**src/rtl/mel_group_accum.sv**
```systemverilog
// mel_group_accum
// ---------------------------------------------------------------------------
// Accumulates the power samples of one mel group (band) and emits one sum per
// group to the log stage, with a frame-done pulse on the final band. Group
// framing is checked; violations drop the offending beat or partial group and
// pulse proto_err.
//
// Handshake: no backpressure. A beat is accepted on every rising clk edge where
// di_en is high. Results are presented with a single-cycle do_en strobe; the
// data_o / out_group_num / out_bin_cnt fields hold until the next result.
//
// Ports
//   clk           : clock, rising edge
//   rst           : asynchronous reset, active low
//   di_en         : input beat valid
//   data_i        : signed power sample (negative treated as 0)
//   in_group_idx  : FFT bin index, informational only
//   in_group_num  : mel group number of the beat
//   is_first_in   : first beat of a group
//   is_last_in    : last beat of a group
//   do_en         : one-cycle result strobe
//   data_o        : accumulated group sum (unsigned)
//   out_group_num : group number of the result
//   out_bin_cnt   : beats accumulated, saturating at 1023
//   frame_done    : pulses with do_en when the result is for LAST_GROUP
//   proto_err     : one-cycle framing-violation pulse
//   dbg_state     : current FSM state (0 = IDLE, 1 = ACCUM)
//
// Build option: define MEL_ACC_SAT_EN to make the accumulator saturate at
// 2^ACC_BW-1 instead of wrapping.
// ---------------------------------------------------------------------------
module mel_group_accum #(
  parameter int I_BW       = 14,
  parameter int ACC_BW     = 24,
  parameter int LAST_GROUP = 88
) (
  input  logic                   clk,
  input  logic                   rst,
  input  logic                   di_en,
  input  logic signed [I_BW-1:0] data_i,
  input  logic [9:0]             in_group_idx,
  input  logic [6:0]             in_group_num,
  input  logic                   is_first_in,
  input  logic                   is_last_in,
  output logic                   do_en,
  output logic [ACC_BW-1:0]      data_o,
  output logic [6:0]             out_group_num,
  output logic [9:0]             out_bin_cnt,
  output logic                   frame_done,
  output logic                   proto_err,
  output logic [0:0]             dbg_state
);

  localparam logic [0:0] S_IDLE  = 1'b0;
  localparam logic [0:0] S_ACCUM = 1'b1;

  // Wide enough to hold the sample magnitude before resizing to ACC_BW.
  localparam int W_EXT = (I_BW > ACC_BW) ? I_BW : ACC_BW;

  logic [0:0]        r_state;
  logic [ACC_BW-1:0] r_acc;
  logic [9:0]        r_cnt;
  logic [6:0]        r_grp;

  logic [W_EXT-1:0]  w_ext;
  logic [ACC_BW-1:0] w_sample;
  logic [ACC_BW-1:0] w_sum;
  logic [9:0]        w_cnt_inc;

  logic [0:0]        w_nxt_state;
  logic [ACC_BW-1:0] w_nxt_acc;
  logic [9:0]        w_nxt_cnt;
  logic [6:0]        w_nxt_grp;
  logic              w_emit;
  logic              w_err;

  // The bin index only travels along for simulation display.
  logic w_unused_idx;
  assign w_unused_idx = ^in_group_idx;

  // Negative power (rounding artefacts upstream) contributes nothing.
  assign w_ext    = W_EXT'(data_i[I_BW-2:0]);
  assign w_sample = data_i[I_BW-1] ? '0 : w_ext[ACC_BW-1:0];

`ifdef MEL_ACC_SAT_EN
  logic [ACC_BW:0] w_wide_sum;
  assign w_wide_sum = {1'b0, r_acc} + {1'b0, w_sample};
  // Samples are non-negative, so once at full scale the sum stays there.
  assign w_sum = w_wide_sum[ACC_BW] ? '1 : w_wide_sum[ACC_BW-1:0];
`else
  assign w_sum = r_acc + w_sample;
`endif

  assign w_cnt_inc = (r_cnt == 10'd1023) ? r_cnt : r_cnt + 10'd1;

  always_comb begin
    w_nxt_state = r_state;
    w_nxt_acc   = r_acc;
    w_nxt_cnt   = r_cnt;
    w_nxt_grp   = r_grp;
    w_emit      = 1'b0;
    w_err       = 1'b0;
    if (di_en) begin
      if (is_first_in) begin
        // A first beat always starts a new group; in ACCUM it also throws
        // away the unfinished one.
        w_err       = (r_state == S_ACCUM);
        w_nxt_acc   = w_sample;
        w_nxt_cnt   = 10'd1;
        w_nxt_grp   = in_group_num;
        w_emit      = is_last_in;
        w_nxt_state = is_last_in ? S_IDLE : S_ACCUM;
      end else if (r_state == S_IDLE) begin
        w_err = 1'b1;
      end else if (in_group_num != r_grp) begin
        w_err = 1'b1;
      end else begin
        w_nxt_acc = w_sum;
        w_nxt_cnt = w_cnt_inc;
        if (is_last_in) begin
          w_emit      = 1'b1;
          w_nxt_state = S_IDLE;
        end
      end
    end
  end

  always_ff @(posedge clk or negedge rst) begin
    if (!rst) begin
      r_state       <= S_IDLE;
      r_acc         <= '0;
      r_cnt         <= '0;
      r_grp         <= '0;
      do_en         <= 1'b0;
      data_o        <= '0;
      out_group_num <= '0;
      out_bin_cnt   <= '0;
      frame_done    <= 1'b0;
      proto_err     <= 1'b0;
    end else begin
      r_state    <= w_nxt_state;
      r_acc      <= w_nxt_acc;
      r_cnt      <= w_nxt_cnt;
      r_grp      <= w_nxt_grp;
      do_en      <= w_emit;
      proto_err  <= w_err;
      frame_done <= w_emit && (w_nxt_grp == 7'(LAST_GROUP));
      if (w_emit) begin
        data_o        <= w_nxt_acc;
        out_group_num <= w_nxt_grp;
        out_bin_cnt   <= w_nxt_cnt;
      end
    end
  end

  assign dbg_state = r_state;

endmodule

```
**config.mk**
```make
export PLATFORM = sky130hd
export DESIGN_NAME = mel_group_accum
export DESIGN_NICKNAME = d
export VERILOG_FILES = /design/src/rtl/mel_group_accum.sv
export SDC_FILE = /design/constraint.sdc
export NUM_CORES = 1
export LEC_CHECK = 0
export BUFFER_PORTS_ARGS = -buffer_cell sky130_fd_sc_hd__clkbuf_2
export CELL_PAD_IN_SITES_DETAIL_PLACEMENT = 1
export CELL_PAD_IN_SITES_GLOBAL_PLACEMENT = 1
export CORE_MARGIN = 8
export CORE_UTILIZATION = 46
export DETAILED_ROUTE_END_ITERATION = 10
export PLACE_DENSITY_LB_ADDON = 0.1
export SETUP_SLACK_MARGIN = 0.1
export SLEW_MARGIN = 20
export SYNTH_ARGS = -nofsm -noshare
export SYNTH_HDL_FRONTEND = slang
export SYNTH_SLANG_ARGS = --single-unit
```
**constraint.sdc**
```tcl
create_clock -name clk -period 4.22 [get_ports clk]
set_input_delay 0.211 -clock clk [delete_from_list [all_inputs] [get_ports clk]]
set_output_delay 0.211 -clock clk [all_outputs]
set_load 0.01 [all_outputs]
```
# After elaboration in Yosys (flattened, before gate mapping)
# Index checks and enable logic that the tools add are counted.
# Widths: inputs -> output; s select.
# classes
addsub	2
n_eq_ne	3
muxes	25
n_reduce_logical	1
# ops
cell	count
$mux 24	4
$mux 10	5
$add 24x13->24	1
$mux 7	2
$mux 1	13
$mux 13	1
$add 10x1->10 const B	1
$eq 10x10->1 const B	1
$eq 7x7->1 const B	1
$ne 7x7->1	1
$logic_and 1x1->1	1
# word_totals
reg_bits	86
input_bits	36
output_inout_bits	45

# Longest topological paths before layout
# logic_depth
ltp_word	6
depth_mapped	12

# Least setup slack after synthesis
# No wires, ideal clock.
# synth_path
path_type	input to register
start	in data_i[13]
end	reg r_acc[18]
setup_ps	66
arrival_time_ps	2532
slack_ps	1622
cell_stages	12
cell_sequence	clkbuf_1 -> nor2b_1 -> ha_1 -> inv_1 -> fa_1 -> nor2b_1 -> o2111a_1 -> o211ai_1 -> a211o_1 -> buf_2 -> or4_1 -> nand2_1
# synth_between
elab_chain_len	6
# synth_lines
item	line	source
start: declaration	40	input logic signed [I_BW-1:0] data_i,
$mux 13	83	assign w_sample = data_i[I_BW-1] ? '0 : w_ext[ACC_BW-1:0];
$add 24x13->24	91	assign w_sum = r_acc + w_sample;
$mux 24	115	end else if (in_group_num != r_grp) begin
$mux 24	113	end else if (r_state == S_IDLE) begin
$mux 24	104	if (is_first_in) begin
$mux 24	103	if (di_en) begin
via w_nxt_acc[18]	71	logic [ACC_BW-1:0] w_nxt_acc;
end signal: assignment	142	r_acc <= w_nxt_acc;
end: declaration	61	logic [ACC_BW-1:0] r_acc;
# The timed path passes the listed nets, and every way through them passes these cells.
# A chain may end at the register's enable or synchronous reset.

# Worst setup path in the final report
# layout_path
start	reg r_grp[4]
end	reg data_o[22]
# layout_between
elab_chain_len	5
word_cells_on_any_way	9
classes_between	1 x eq/ne; 8 x mux
# layout_lines
item	line	source
start: declaration	63	logic [6:0] r_grp;
start signal: assignment	144	r_grp <= w_nxt_grp;
$ne 7x7->1 (*)	115	
$mux 24 or $mux 1 (tied branches)	115	
$mux 24 or $mux 1 (tied branches)	113	
$mux 24 or $mux 1 (tied branches)	104	
$mux 24 or $mux 1 (tied branches)	103	
end signal: assignment	149	data_o <= w_nxt_acc;
end: declaration	46	output logic [ACC_BW-1:0] data_o,
# Every way passes the cells marked *; elsewhere a longest branch is shown, timed or not.

==> results.md <==
- The first routing iteration left 197 violations.
- The initial utilization of the core area, before any placement, comes to 47.3%.
- STA classifies the critical path startpoint as a register.
- The xor-xnor portion of the synthesized cell area is 4.95%.
- In this run the tightest slew margin relative to its limit is 35.7%.
- In this run the worst setup path terminates at data_o[22].
- The root buffer cell chosen for the clock tree is sky130_fd_sc_hd__clkbuf_8.
- The total of fill cells in the finished design is 1,186.
- The final critical path time including I/O delays and setup is 2.87 ns.
- After synthesis, the share of flip-flops with an asynchronous set or reset is 100%.
- After Yosys synthesis, full adders, half adders and majority gates account for 4.24% of the synthesized area.
- The portion of synthesized area spent on multiplexers is 4.43%.
- The reg-to-reg endpoint is data_o[22].
- The post-synthesis cell type count is 59.
- Dividing the detail-routed via count by the number of cells gives 5.70.
- The start of the worst register-to-register path is r_grp[4].
- The pin count of the biggest net entering global routing is 61.
- No sink is reached through more buffers than the 2 on the longest clock path.
- For this design, the sink count on the clock tree is 86.
- The combinational family with the most area after synthesis is simple AND/OR/NAND/NOR gates.
- The relative contribution of the clock network to total power is 31.1%.
- The sum of internal, switching and leakage power is 1.99 mW.
- The final cell utilization of the core is 54.5%.
- Buffers placed on the I/O ports in this run total 70.
- The area of all placed cells without fillers is 5310 um2.
- The area of the mapped netlist is 4600 um2.
- TritonCTS built the clock tree.
- The initial antenna violation count is 0.
- The worst setup path is captured at a register.
- The worst hold-check path type is input pin to register.
- The number of buffers inserted by post-CTS setup repair is 0.
- The pre-CTS setup slack is 1.22 ns.
- Each instance of the synthesized netlist takes up on average 9.52 um2.
- Of all nets on the critical path, the largest fanout is 15.
- The count of unresolved DRC violations after routing is 0.
- Synthesis inferred 86 register bits.
- For this design the top-level I/O count stands at 81.
- The post-detailed-placement half-perimeter wirelength is 9620 um.
- The width of the die is 116 um.
- The global-route congestion overflow total is 0.
- In this run, synthesis inferred 0 flip-flops with an integrated enable.
- The warning count from the yosys run is 0.
- Dividing the detail-routed wire length by the instance count gives 18.9 um.
- The via count of the first global-routing pass is 4,364.
- The gate count of the mapped netlist is 483.
- The internal power summed over all cells is 1.38 mW.
- The path type of the worst setup path is register to register.
- The fraction of power spent switching nets is 30.7%.
- The number of H-tree levels is 3.
- The most common flop cell mapped by yosys is sky130_fd_sc_hd__dfrtp_1.
- The sequential share of the synthesized area is 46.8%.
- The part of the total power dissipated in combinational logic is 21.2%.
- The leakage component of the power is 2.53 nW.
- The maximum achievable frequency is 348 MHz.
- The net switching power of the design is 610 uW.
- The number of buffers added to fix hold violations after cts is 1.
- For the pin with the worst max-slew slack, the measured transition is 0.962 ns.
- Global routing used 21.0% of the available tracks across all layers.
- The summed negative setup slack over all endpoints is 0 ns.
- Summing the areas of all compound-gate instances in the mapped netlist gives 15.9% of the synthesized area.
- The final antenna-violating net count is 0.
- The setup slack of the worst register-to-register path is 1.35 ns.
- The first global-routing pass estimated 22,000 um of wire.
- The number of cells traversed by the worst register-to-register path is 6.
- The highest routing layer actually used is met4.
- The share of the clock period used by the worst path after layout is 68.0%.
- Setup violations remaining at the end of the flow were counted as 0.
- The die is 116 um tall.
- The routed length on met1 is 5780 um.
- Across all setup checks in the final design, the least slack found is 1.35 ns.
- The number of resized instances in the post-cts repair step is 0.
- For this design the ratio of total power to cell area is 374 nW/um2.
- In the final design database the tool counted 603 nets.
- The register share of total power is 47.8%.
- The net count of the mapped netlist is 534.
- The post-route clock skew is 0.0121 ns.
- The final-report hold violation count is 0.
- The signal arrival time at the worst endpoint is 3.19 ns.
- Before antenna repair, the detailed router went through 4 iterations.
- The area overhead of the layout relative to synthesis is 15.3%.
- The total of max-cap violations is 0.
- The clock buffer count from CTS is 9.
- The number of antenna repair diodes is 0.
- The die footprint is 13,500 um2.
- The run finished with clean final reports.
- The floorplan has 36 rows.
- In this run the standard cell core region covers 9730 um2.
- At the end of routability-driven placement, the weighted congestion stood at 0.864.
- The launching instance or port of the critical path is r_grp[4].
- The clock-pin slew on the worst setup and hold paths is 0.08 ns.
- The met2 wirelength from detailed routing is 6340 um.
- The post-route netlist has 19.0% of its cells at a drive strength greater than 1.
- The worst supply voltage drop on vdd is 0.285 mV.
- The via count of the routed design is 3,935.
- At the worst endpoint, the required time is 4.54 ns.
- Summing all placed instances gives a cell area of 5090 um2.
- The routed length on met3 is 673 um.
- For this block, the routed nets add up to 13,000 um of wire.
- Setup repair after global routing left no endpoint under its margin.
- The clock network latency to the later pin of the worst-skew pair is 0.38 ns.
- The synthesized-area fraction occupied by and/or/nand/nor cells is 20.6%.
- The final-report max-slew violation count is 0.
==> state kept, by name (all words and copies together) (netlist names) <==
name	flops
r_grp	7
r_acc	24
out_bin_cnt	10
proto_err	1
dbg_state	1
data_o	24
do_en	1
out_group_num	7
frame_done	1
r_cnt	10
==> kinds of logic after synthesis <==
kind of cell | Yosys count
and+or+nand+nor | 191
AOI/OAI and AO/OA | 111
DFF | 86
buffers and inverters | 35
xor gates and xnor gates | 26
muxes | 19
adders and majority gates | 15
==> power groups by stage <==
stage / Sequential, mW / Clock [mW] / Combinational (mW)
floorplan: 0.976 / 0 / 0.250
global placement: 0.959 / 0 / 0.407
detailed placement: 0.965 / 0 / 0.423
CTS: 0.949 / 0.636 / 0.426
global route: 0.958 / 0.666 / 0.469
finish: 0.949 / 0.617 / 0.421
==> Yosys cell counts (7+ instances only) <==
master	instances	area share, %
sky130_fd_sc_hd__xor2_1	9	1.7
sky130_fd_sc_hd__nand4_1	10	1.4
sky130_fd_sc_hd__a21oi_1	20	2.2
sky130_fd_sc_hd__dfrtp_1	86	47
sky130_fd_sc_hd__mux2i_1	8	1.7
sky130_fd_sc_hd__ha_1	14	3.8
sky130_fd_sc_hd__xnor2_1	17	3.2
sky130_fd_sc_hd__o22ai_1	8	1.1
sky130_fd_sc_hd__o31ai_1	7	1.1
sky130_fd_sc_hd__clkbuf_1	13	1.1
sky130_fd_sc_hd__mux2_2	8	2.0
sky130_fd_sc_hd__inv_1	14	1.1
sky130_fd_sc_hd__nor2_1	38	3.1
sky130_fd_sc_hd__nand2_1	67	5.5
sky130_fd_sc_hd__nand3_1	16	1.7
sky130_fd_sc_hd__and3_1	8	1.1
sky130_fd_sc_hd__a21o_1	8	1.3
sky130_fd_sc_hd__nor2b_1	18	2.4
sky130_fd_sc_hd__a211oi_1	7	1.1
sky130_fd_sc_hd__o21ai_0	12	1.3
sky130_fd_sc_hd__o21ai_1	14	1.5
==> per-layer routing <==
layer	vias up	track usage (%)
met5	-	0
met4	0	7.26
met3	22	5.68
met2	80	35.3
met1	1967	25.4
li1	1866	-
==> through the flow <==
stage,cells,hold slack (ns)
global route,690,0.123
global placement,673,0.143
floorplan,483,-0.0846
finish,690,0.112
CTS,690,0.0916
detailed placement,673,0.148
==> critical path, stage by stage, from the launching register on <==
cell                      delay [ns]
sky130_fd_sc_hd__dfrtp_1        0.39
sky130_fd_sc_hd__xor2_1         0.19
sky130_fd_sc_hd__nor4_4         0.58
sky130_fd_sc_hd__nand3_2        0.47
sky130_fd_sc_hd__a211o_1        0.57
sky130_fd_sc_hd__or4_1          0.52
sky130_fd_sc_hd__nand3_1        0.08
==> how the worst min path moves through the flow <==
| stage | start | to | slack, ns | cells past startpoint |
|---|---|---|---|---|
| 2_1_floorplan | rst | data_o[0] | -0.08 | 0 |
| 3_3_place_gp | rst | data_o[6] | 0.14 | 1 |
| 3_5_place_dp | rst | data_o[4] | 0.15 | 1 |
| 4_1_cts | in_group_num[6] | r_grp[6] | 0.09 | 3 |
| 5_1_grt | in_group_num[6] | r_grp[6] | 0.12 | 3 |
| 6_report | in_group_num[6] | r_grp[6] | 0.11 | 3 |
==> placed cells by master (no fill, tap or decap), types with 9 or more instances in the layout <==
master / count
sky130_fd_sc_hd__clkbuf_2: 69
sky130_fd_sc_hd__clkbuf_8: 11
sky130_fd_sc_hd__nor2_1: 37
sky130_fd_sc_hd__o21ai_1: 14
sky130_fd_sc_hd__ha_1: 14
sky130_fd_sc_hd__inv_1: 14
sky130_fd_sc_hd__nand2_1: 67
sky130_fd_sc_hd__nand3_1: 16
sky130_fd_sc_hd__nand4_1: 10
sky130_fd_sc_hd__a21oi_1: 20
sky130_fd_sc_hd__o21ai_0: 12
sky130_fd_sc_hd__nor2b_1: 18
sky130_fd_sc_hd__dfrtp_1: 86
sky130_fd_sc_hd__xor2_1: 9
sky130_fd_sc_hd__xnor2_1: 17
==> layout make-up <==
cell class	instances	area [um2]	area share, %
Multi-Input combinational cell	362	2310	43.5
Sequential cell	86	2150	40.6
Timing Repair Buffer	77	408	7.69
Tap cell	133	166	3.14
Clock buffer	12	155	2.92
Inverter	16	60.1	1.13
Clock inverter	4	53.8	1.01
Power figures use the tool's default switching activity.
